--- config.mk ---
export PLATFORM = sky130hd
export DESIGN_NAME = alu_result_uart_tx
export DESIGN_NICKNAME = d
export VERILOG_FILES = /design/src/rtl/alu_result_uart_tx.sv
export SDC_FILE = /design/constraint.sdc
export NUM_CORES = 1
export LEC_CHECK = 0
export ABC_CLOCK_PERIOD_IN_PS = 2200
export CAP_MARGIN = 15
export CORE_ASPECT_RATIO = 1.1
export CORE_MARGIN = 2
export CORE_UTILIZATION = 45
export CTS_BUF_LIST = sky130_fd_sc_hd__clkbuf_2 sky130_fd_sc_hd__clkbuf_4 sky130_fd_sc_hd__clkbuf_8
export DETAILED_ROUTE_END_ITERATION = 10
export PLACE_DENSITY = 0.7
export SETUP_SLACK_MARGIN = 0.2
export SYNTH_ARGS = -nofsm -noshare
export SYNTH_HDL_FRONTEND = slang
export SYNTH_SLANG_ARGS = --single-unit
--- constraint.sdc ---
create_clock -name clk -period 2.2 [get_ports clk]
set_input_delay 0.22 -clock clk [delete_from_list [all_inputs] [get_ports clk]]
set_output_delay 0.22 -clock clk [all_outputs]
set_load 0.05 [all_outputs]
--- src/rtl/alu_result_uart_tx.sv ---
// alu_result_uart_tx: captures {op, result} pairs from the ALU into a small FIFO
// and serialises each entry as two 8N1 UART frames: header {HDR_TAG, op}, then result.
module alu_result_uart_tx #(
    parameter int unsigned CLKS_PER_BIT = 868,
    parameter int unsigned FIFO_DEPTH   = 4,
    parameter logic [4:0]  HDR_TAG      = 5'b10100
) (
    input  logic       clk,
    input  logic       rst,
    input  logic [7:0] res_in,
    input  logic [2:0] op_in,
    input  logic       res_valid,
    input  logic       clr_ovf,
    output logic       tx,
    output logic       busy,
    output logic       fifo_full,
    output logic       overflow
);

    localparam int unsigned PW       = (FIFO_DEPTH > 1) ? $clog2(FIFO_DEPTH) : 1;
    localparam int unsigned CW       = PW + 1;
    localparam logic [CW-1:0] DEPTH_C  = CW'(FIFO_DEPTH);
    localparam logic [15:0]   BAUD_MAX = 16'(CLKS_PER_BIT - 1);

    typedef enum logic [1:0] {IDLE, START, DATA, STOP} state_t;

    // FIFO storage and control
    logic [10:0]   mem_q [FIFO_DEPTH];
    logic [PW-1:0] wr_ptr_q, rd_ptr_q;
    logic [CW-1:0] count_q, count_d;
    logic          fifo_full_q, overflow_q, overflow_d;
    logic          push, pop, drop;
    logic [10:0]   head;

    // Serialiser state
    state_t        state_q, state_d;
    logic [15:0]   baud_q, baud_d;
    logic [2:0]    bit_q, bit_d;
    logic          byte_sel_q, byte_sel_d;
    logic          load_res;
    logic [7:0]    shift_q, hold_q;

    assign head = mem_q[rd_ptr_q];

    // FIFO push/pop decisions; a strobe into a full FIFO is accepted only if the head leaves this cycle
    always_comb begin
        pop        = (state_q == IDLE) && (count_q != '0);
        push       = res_valid && ((count_q != DEPTH_C) || pop);
        drop       = res_valid && !push;
        count_d    = count_q;
        if (push && !pop) begin
            count_d = count_q + CW'(1);
        end else if (!push && pop) begin
            count_d = count_q - CW'(1);
        end
        overflow_d = overflow_q;
        if (drop) begin
            overflow_d = 1'b1;
        end else if (clr_ovf) begin
            overflow_d = 1'b0;
        end
    end

    // FIFO pointers, occupancy, full and sticky overflow flags
    always_ff @(posedge clk or posedge rst) begin
        if (rst) begin
            wr_ptr_q    <= '0;
            rd_ptr_q    <= '0;
            count_q     <= '0;
            fifo_full_q <= 1'b0;
            overflow_q  <= 1'b0;
        end else begin
            if (push) wr_ptr_q <= wr_ptr_q + PW'(1);
            if (pop)  rd_ptr_q <= rd_ptr_q + PW'(1);
            count_q     <= count_d;
            fifo_full_q <= (count_d == DEPTH_C);
            overflow_q  <= overflow_d;
        end
    end

    // FIFO storage write; contents need no reset since occupancy gates every read
    always_ff @(posedge clk) begin
        if (push) mem_q[wr_ptr_q] <= {op_in, res_in};
    end

    // Serialiser next-state: baud counter restarts on every state or bit change
    always_comb begin
        state_d    = state_q;
        baud_d     = baud_q + 16'd1;
        bit_d      = bit_q;
        byte_sel_d = byte_sel_q;
        load_res   = 1'b0;
        case (state_q)
            IDLE: begin
                baud_d = '0;
                if (count_q != '0) begin
                    state_d    = START;
                    byte_sel_d = 1'b0;
                end
            end
            START: begin
                if (baud_q == BAUD_MAX) begin
                    baud_d  = '0;
                    bit_d   = '0;
                    state_d = DATA;
                end
            end
            DATA: begin
                if (baud_q == BAUD_MAX) begin
                    baud_d = '0;
                    if (bit_q == 3'd7) begin
                        state_d = STOP;
                    end else begin
                        bit_d = bit_q + 3'd1;
                    end
                end
            end
            STOP: begin
                if (baud_q == BAUD_MAX) begin
                    baud_d = '0;
                    if (!byte_sel_q) begin
                        load_res   = 1'b1;
                        byte_sel_d = 1'b1;
                        state_d    = START;
                    end else begin
                        state_d = IDLE;
                    end
                end
            end
            default: state_d = IDLE;
        endcase
    end

    // Serialiser control registers
    always_ff @(posedge clk or posedge rst) begin
        if (rst) begin
            state_q    <= IDLE;
            baud_q     <= '0;
            bit_q      <= '0;
            byte_sel_q <= 1'b0;
        end else begin
            state_q    <= state_d;
            baud_q     <= baud_d;
            bit_q      <= bit_d;
            byte_sel_q <= byte_sel_d;
        end
    end

    // Byte shift/hold registers: header loaded on pop, result byte swapped in after the first stop bit
    always_ff @(posedge clk) begin
        if (pop) begin
            shift_q <= {HDR_TAG, head[10:8]};
            hold_q  <= head[7:0];
        end else if (load_res) begin
            shift_q <= hold_q;
        end
    end

    // Line driver decoded from registered state so reset forces the line high at once
    always_comb begin
        tx = 1'b1;
        case (state_q)
            START:   tx = 1'b0;
            DATA:    tx = shift_q[bit_q];
            default: tx = 1'b1;
        endcase
    end

    assign busy      = (state_q != IDLE) || (count_q != '0);
    assign fifo_full = fifo_full_q;
    assign overflow  = overflow_q;

endmodule

# Word-level counts from Yosys, hierarchy flattened
# Memory sizes are Yosys's and may differ from the RTL's.
# Cells that the tools add are included.
[totals]
ram_bits = 44
n_memories = 1
output_inout_bits = 4
register_bits = 47
wordCells = 83
[memory_table]
columns = ["memory", "depth", "width", "rd", "rd_clocked_by_memory_dff", "wr", "line", "text"]
rows = [
  ["mem_q", 4, 11, 1, 0, 1, "28", "logic [10:0] mem_q [FIFO_DEPTH];"],
]
[classes]
n_eq_ne = 13
n_lt_le_gt_ge = 1
muxes = 30
add_sub_neg = 6
n_reduce_logical = 20
[ops]
columns = ["op", "n"]
rows = [
  ["16-bit one-hot mux with 2 select lines", 1],
  ["3-bit two-way mux", 7],
  ["16-bit by 1-bit adder with 16-bit output, second input constant", 1],
  ["16-bit by 10-bit == test with 1-bit output, second input constant", 1],
  ["16-bit two-way mux", 1],
  ["1-bit two-way mux", 11],
  ["2-bit two-way mux", 5],
  ["2-bit inequality test, second input constant", 5],
  ["2-bit nonzero test", 5],
  ["2-bit one-hot mux with 4 select lines", 1],
  ["3-bit by 1-bit adder with 3-bit output, second input constant", 2],
  ["3-bit == test, second input constant", 2],
  ["3-bit one-hot mux with 2 select lines", 1],
  ["1-bit logical AND", 5],
  ["5-bit AND reduction", 1],
  ["2-bit by 1-bit adder with 2-bit output, second input constant", 2],
  ["2-bit == test, second input constant", 2],
  ["3-bit by 4-bit less-than comparator with 1-bit output, second input constant", 1],
  ["1-bit one-hot mux with 2 select lines", 2],
  ["4-bit AND reduction", 1],
  ["1-bit binary-select mux with 3-bit select", 1],
  ["3-bit inequality test, second input constant", 1],
  ["3-bit AND reduction", 1],
  ["3-bit nonzero test", 1],
  ["7 further kinds", 9],
]

# Longest topological paths before layout
[logic_depth]
depth_word = 9
ltp_mapped = 8

# Worst setup path after synthesis
# No wires, ideal clock.
[synth_path]
kind = "reg2reg"
startpoint = "register state_q[0]"
endpoint = "register state_q[1]"
stages_incl_launch_ff = 8
path_slack_ns = 0.102
arrival_ns = 1.973
setup_ns = 0.125
n_path_buf = 1
path_cell_list = "dfrtp_1 -> inv_1 -> ha_1 -> buf_2 -> nand3b_1 -> a21boi_0 -> o21ai_2 -> mux2_4"
[synth_between]
elab_chain_cells = 3
word_cells_on_any_way = 11
cone_classes = "eq/ne: 8; mux: 1; reduce/logical: 2"
[synth_rtl]
columns = ["item", "line", "text"]
rows = [
  ["start: declaration", "36", "state_t state_q, state_d;"],
  ["start signal: assignment", "142", "state_q <= state_d;"],
  ["2-bit == test, or another cell as far along", "93", "case (state_q)"],
  ["2-bit inequality test (no source line) / 2-bit by 1-bit inequality test with 1-bit output (equally long branches)", "n/a", ""],
  ["5-bit AND reduction (no source line)", "n/a", ""],
]
# Parallel ways exist; a longest one is shown, timed or not.
# A chain may end at the register's enable or synchronous reset.

# Worst setup path after layout
[layout_path]
startpoint = "register bit_q[0]"
endpoint = "output tx"
[layout_between]
elab_chain_cells = 3
[layout_rtl]
columns = ["item", "line", "text"]
rows = [
  ["start: declaration", "38", "logic [2:0] bit_q, bit_d;"],
  ["start signal: assignment", "144", "bit_q <= bit_d;"],
  ["1-bit binary-select mux with 3-bit select", "164", "DATA: tx = shift_q[bit_q];"],
  ["1-bit two-way mux (not written as such)", "164", ""],
  ["1-bit one-hot mux with 2 select lines", "162", "case (state_q)"],
  ["end: declaration", "14", "output logic tx,"],
]
# Every way passes these cells. The select of a mux whose other input is x is not followed.

==> flow_summary.rst <==
.. list-table::
   :header-rows: 1

   * - Metric
     - Value
   * - Hold buffer count at cts
     - 0
   * - Remaining design rule violation count
     - 0
   * - Tightest Hold Check Type
     - input pin to async pin
   * - Cell area after synthesis
     - 4080 sq um
   * - Floorplan die area
     - 9850 sq um
   * - Number of global-route vias before repair
     - 2365
   * - Area Overhead vs Synth
     - 15.2%
   * - Proportion of synthesized chip area in sequential cells
     - about three fifths
   * - Final worst clock skew
     - roughly 0.016 ns
   * - Synthesized netlist net count
     - ~330
   * - Effective utilization at floorplan
     - 46.2%
   * - Per-cell routed wire length
     - 14.6 um
   * - Leakage power total
     - 1.75 nW
   * - Accumulated negative setup slack
     - 0 ns
   * - HPWL Detailed
     - 4.62 mm
   * - Data required time of the worst path
     - 1.98 ns
   * - Overall Global Routing Usage
     - 14.4%
   * - Largest voltage drop on the vdd net
     - about 560 uV
   * - Global-route wire length before repair
     - 11.0 mm
   * - Kind of capture point of the worst setup path
     - primary output
   * - Width of the chip
     - 94.8 um
   * - Fill cell count
     - roughly 760
   * - Min Clock Period, post-route
     - 1.93 ns
   * - Vias after detailed routing
     - roughly 2400
   * - TritonCTS clock tree
     - yes
   * - Number of placement rows
     - 36
   * - Final ANT Viol Nets
     - 0
   * - Antenna violations before repair
     - 0
   * - Clock sink total
     - 91
   * - Count of final max-slew check failures
     - 0
   * - Largest net degree at the start of global routing
     - 32
   * - Final setup violating endpoints
     - 0
   * - Worst Hold Slack
     - roughly 0.24 ns
   * - Nets
     - 358
   * - Core Footprint
     - around 8800 sq um
   * - Setup repair after global routing missed its margin
     - no
   * - Count of buffers inserted at the top-level ports
     - 18
   * - Worst skew pair latency
     - 0.35 ns
   * - Deepest level of the CTS H-tree
     - 3
   * - Maximum count of clock buffers along a single path
     - 2
   * - Number of enable-type register cells in the synthesized netlist
     - 55
   * - Instance count of the mapped netlist
     - around 300
   * - Y dimension of the die
     - 104 um
   * - Achievable Freq
     - approximately 520 MHz
   * - Run status
     - complete, no violations
   * - Vias per inst
     - 5.29
   * - Maximum capacitance violations
     - 0
   * - Routed WL
     - 6.53 mm
   * - Commonest non-fill, non-tap cell in the layout
     - edfxtp_1
   * - Post-synthesis average cell area
     - 13.8 sq um
   * - Total count of hold-check failures in the final report
     - 0
   * - Power per unit of standard cell area
     - 1180 nW/um^2
   * - Share of post-route cells with drive strength above 1
     - 19.5%
   * - I/O pin count
     - 19
   * - Weighted congestion at the end of routability-driven global placement
     - 0.722
   * - Data arrival time of the critical path
     - 1.71 ns
   * - Clock-pin slew reported for the worst setup and hold paths after clock tree synthesis
     - 0.10 ns
   * - Type of the worst setup path
     - flop to primary output
   * - Largest fanout on the critical path
     - 3
   * - Proportion of synthesized flip-flops having asynchronous set or reset
     - 34.1%
   * - Drt first pass iters
     - 4
   * - Least-Margin Pin Slew
     - between 0.6 and 0.7 ns
   * - Kind of launch point of the worst setup path
     - flop
   * - Leading cell types in the layout, fill and taps excluded
     - 55 x edfxtp_1, 30 x dfrtp_1, 21 x nor2_1
   * - Synth cell types
     - 54
   * - Inserted Diodes
     - 0
   * - Detailed Route Iter0 Violations
     - 86
   * - Worst slew slack as a fraction of its limit
     - roughly 58%
   * - Number of buffers created by CTS
     - 9
   * - Final period util
     - about 90%
   * - GRT Residual Overflow
     - 0
   * - Root Buffer
     - clkbuf_8
   * - Number of warnings printed during yosys synthesis
     - 0
   * - Seq cells post-synth
     - 91
   * - Flip-flop cell with the highest count after synthesis
     - edfxtp_1
==> area by class of cell <==
type | count | area [sq um] | share of cell area, %
Clock buffer | 10 | 131 | 2.79
Clock inverter | 6 | 93.8 | 2.00
Tap cell | 114 | 143 | 3.03
Sequential cell | 91 | 2530 | 53.8
Multi-Input combinational cell | 179 | 1470 | 31.3
Timing Repair Buffer | 32 | 280 | 5.96
Inverter | 15 | 56.3 | 1.20
==> layer usage <==
metal	track usage, %	up-vias	wire length, um
li1	-	1162	-
met1	19.0	1159	2960
met2	23.0	35	3250
met3	3.99	7	237
met4	4.97	0	85
met5	0	-	0
==> where the power goes <==
part	internal, mW	switching (mW)	total, mW
clock	0.665	0.591	1.26
sequential	2.27	0.293	2.56
combinational	0.825	0.917	1.74
total	3.76	1.80	5.56
==> worst max-delay path, cell delays in order (launching register included) <==
cell and delay [ns]:
dfrtp_2 0.42, mux4_2 0.50, mux2i_1 0.14, mux2i_1 0.11
buf_4 0.20
==> synth_stat cells (all sizes together) (2+ instances only) <==
cell type	count	area, sq um
a21oi	5	25.0
a22o	3	26.3
a31oi	2	12.5
a32oi	2	17.5
and2	5	31.3
and4	2	20.0
and4bb	2	25.0
buf	9	46.3
dfrtp	31	776
dfxtp	5	100
edfxtp	55	1650
ha	15	188
inv	15	56.3
mux2i	4	40.0
mux4	13	293
nand2	21	81.3
nand2b	5	31.3
nand3	14	75.1
nand3b	3	22.5
nand4	6	58.8
nor2	21	78.8
nor2b	2	12.5
nor3	5	25.0
nor4	3	18.8
o2111ai	2	17.5
o21ai	12	63.8
or2	2	12.5
or3	2	12.5
xnor2	15	131
==> sequential cells by signal, indices dropped and copies added, names as in the netlist, 2 cells and up <==
| register | flops |
|---|---|
| baud_q | 16 |
| rd_ptr_q | 2 |
| hold_q | 8 |
| shift_q | 8 |
| wr_ptr_q | 2 |
| mem_q | 44 |
| count_q | 3 |
| state_q | 2 |
| bit_q | 3 |
==> kinds of logic after synthesis <==
group / synth area share (%)
compound gates: 5.39
xor+xnor: 3.43
fa+ha+maj: 4.60
buf+inv: 2.60
flops: 61.9
mux: 8.52
simple gates: 13.5
==> worst paths after layout <==
kind | start | to | slack, ns | cells past startpoint
worst min-delay path | rst | overflow | 0.24 | 3
worst max register to register | state_q[1] | mem_q[1][10] | 0.38 | 7
max in group asynchronous | rst | bit_q[0] | 1.63 | 3
worst max-delay path | bit_q[0] | tx | 0.27 | 4
worst min register to register | shift_q[6] | shift_q[6] | 0.49 | 2
min in group clk | clr_ovf | overflow | 0.42 | 2
==> timing repair <==
item,in CTS,in global routing
endpoints found under the setup margin,1,35
gates resized for setup,1,3
cloned,0,0
setup buffers,1,0
==> stage by stage <==
stage | cells | setup WS [ns] | area, sq um | power (mW) | util (%)
floorplan | 295 | 0.182 | 4110 | 3.87 | -
global placement | 430 | 0.377 | 4460 | 4.30 | 50.6
detailed placement | 430 | 0.318 | 4460 | 4.36 | 50.6
CTS | 447 | 0.232 | 4700 | 5.61 | 53.2
global route | 447 | 0.206 | 4700 | 5.90 | 53.3
finish | 447 | 0.269 | 4700 | 5.56 | 53.3
No activity file was read; power rests on OpenSTA's default activity.
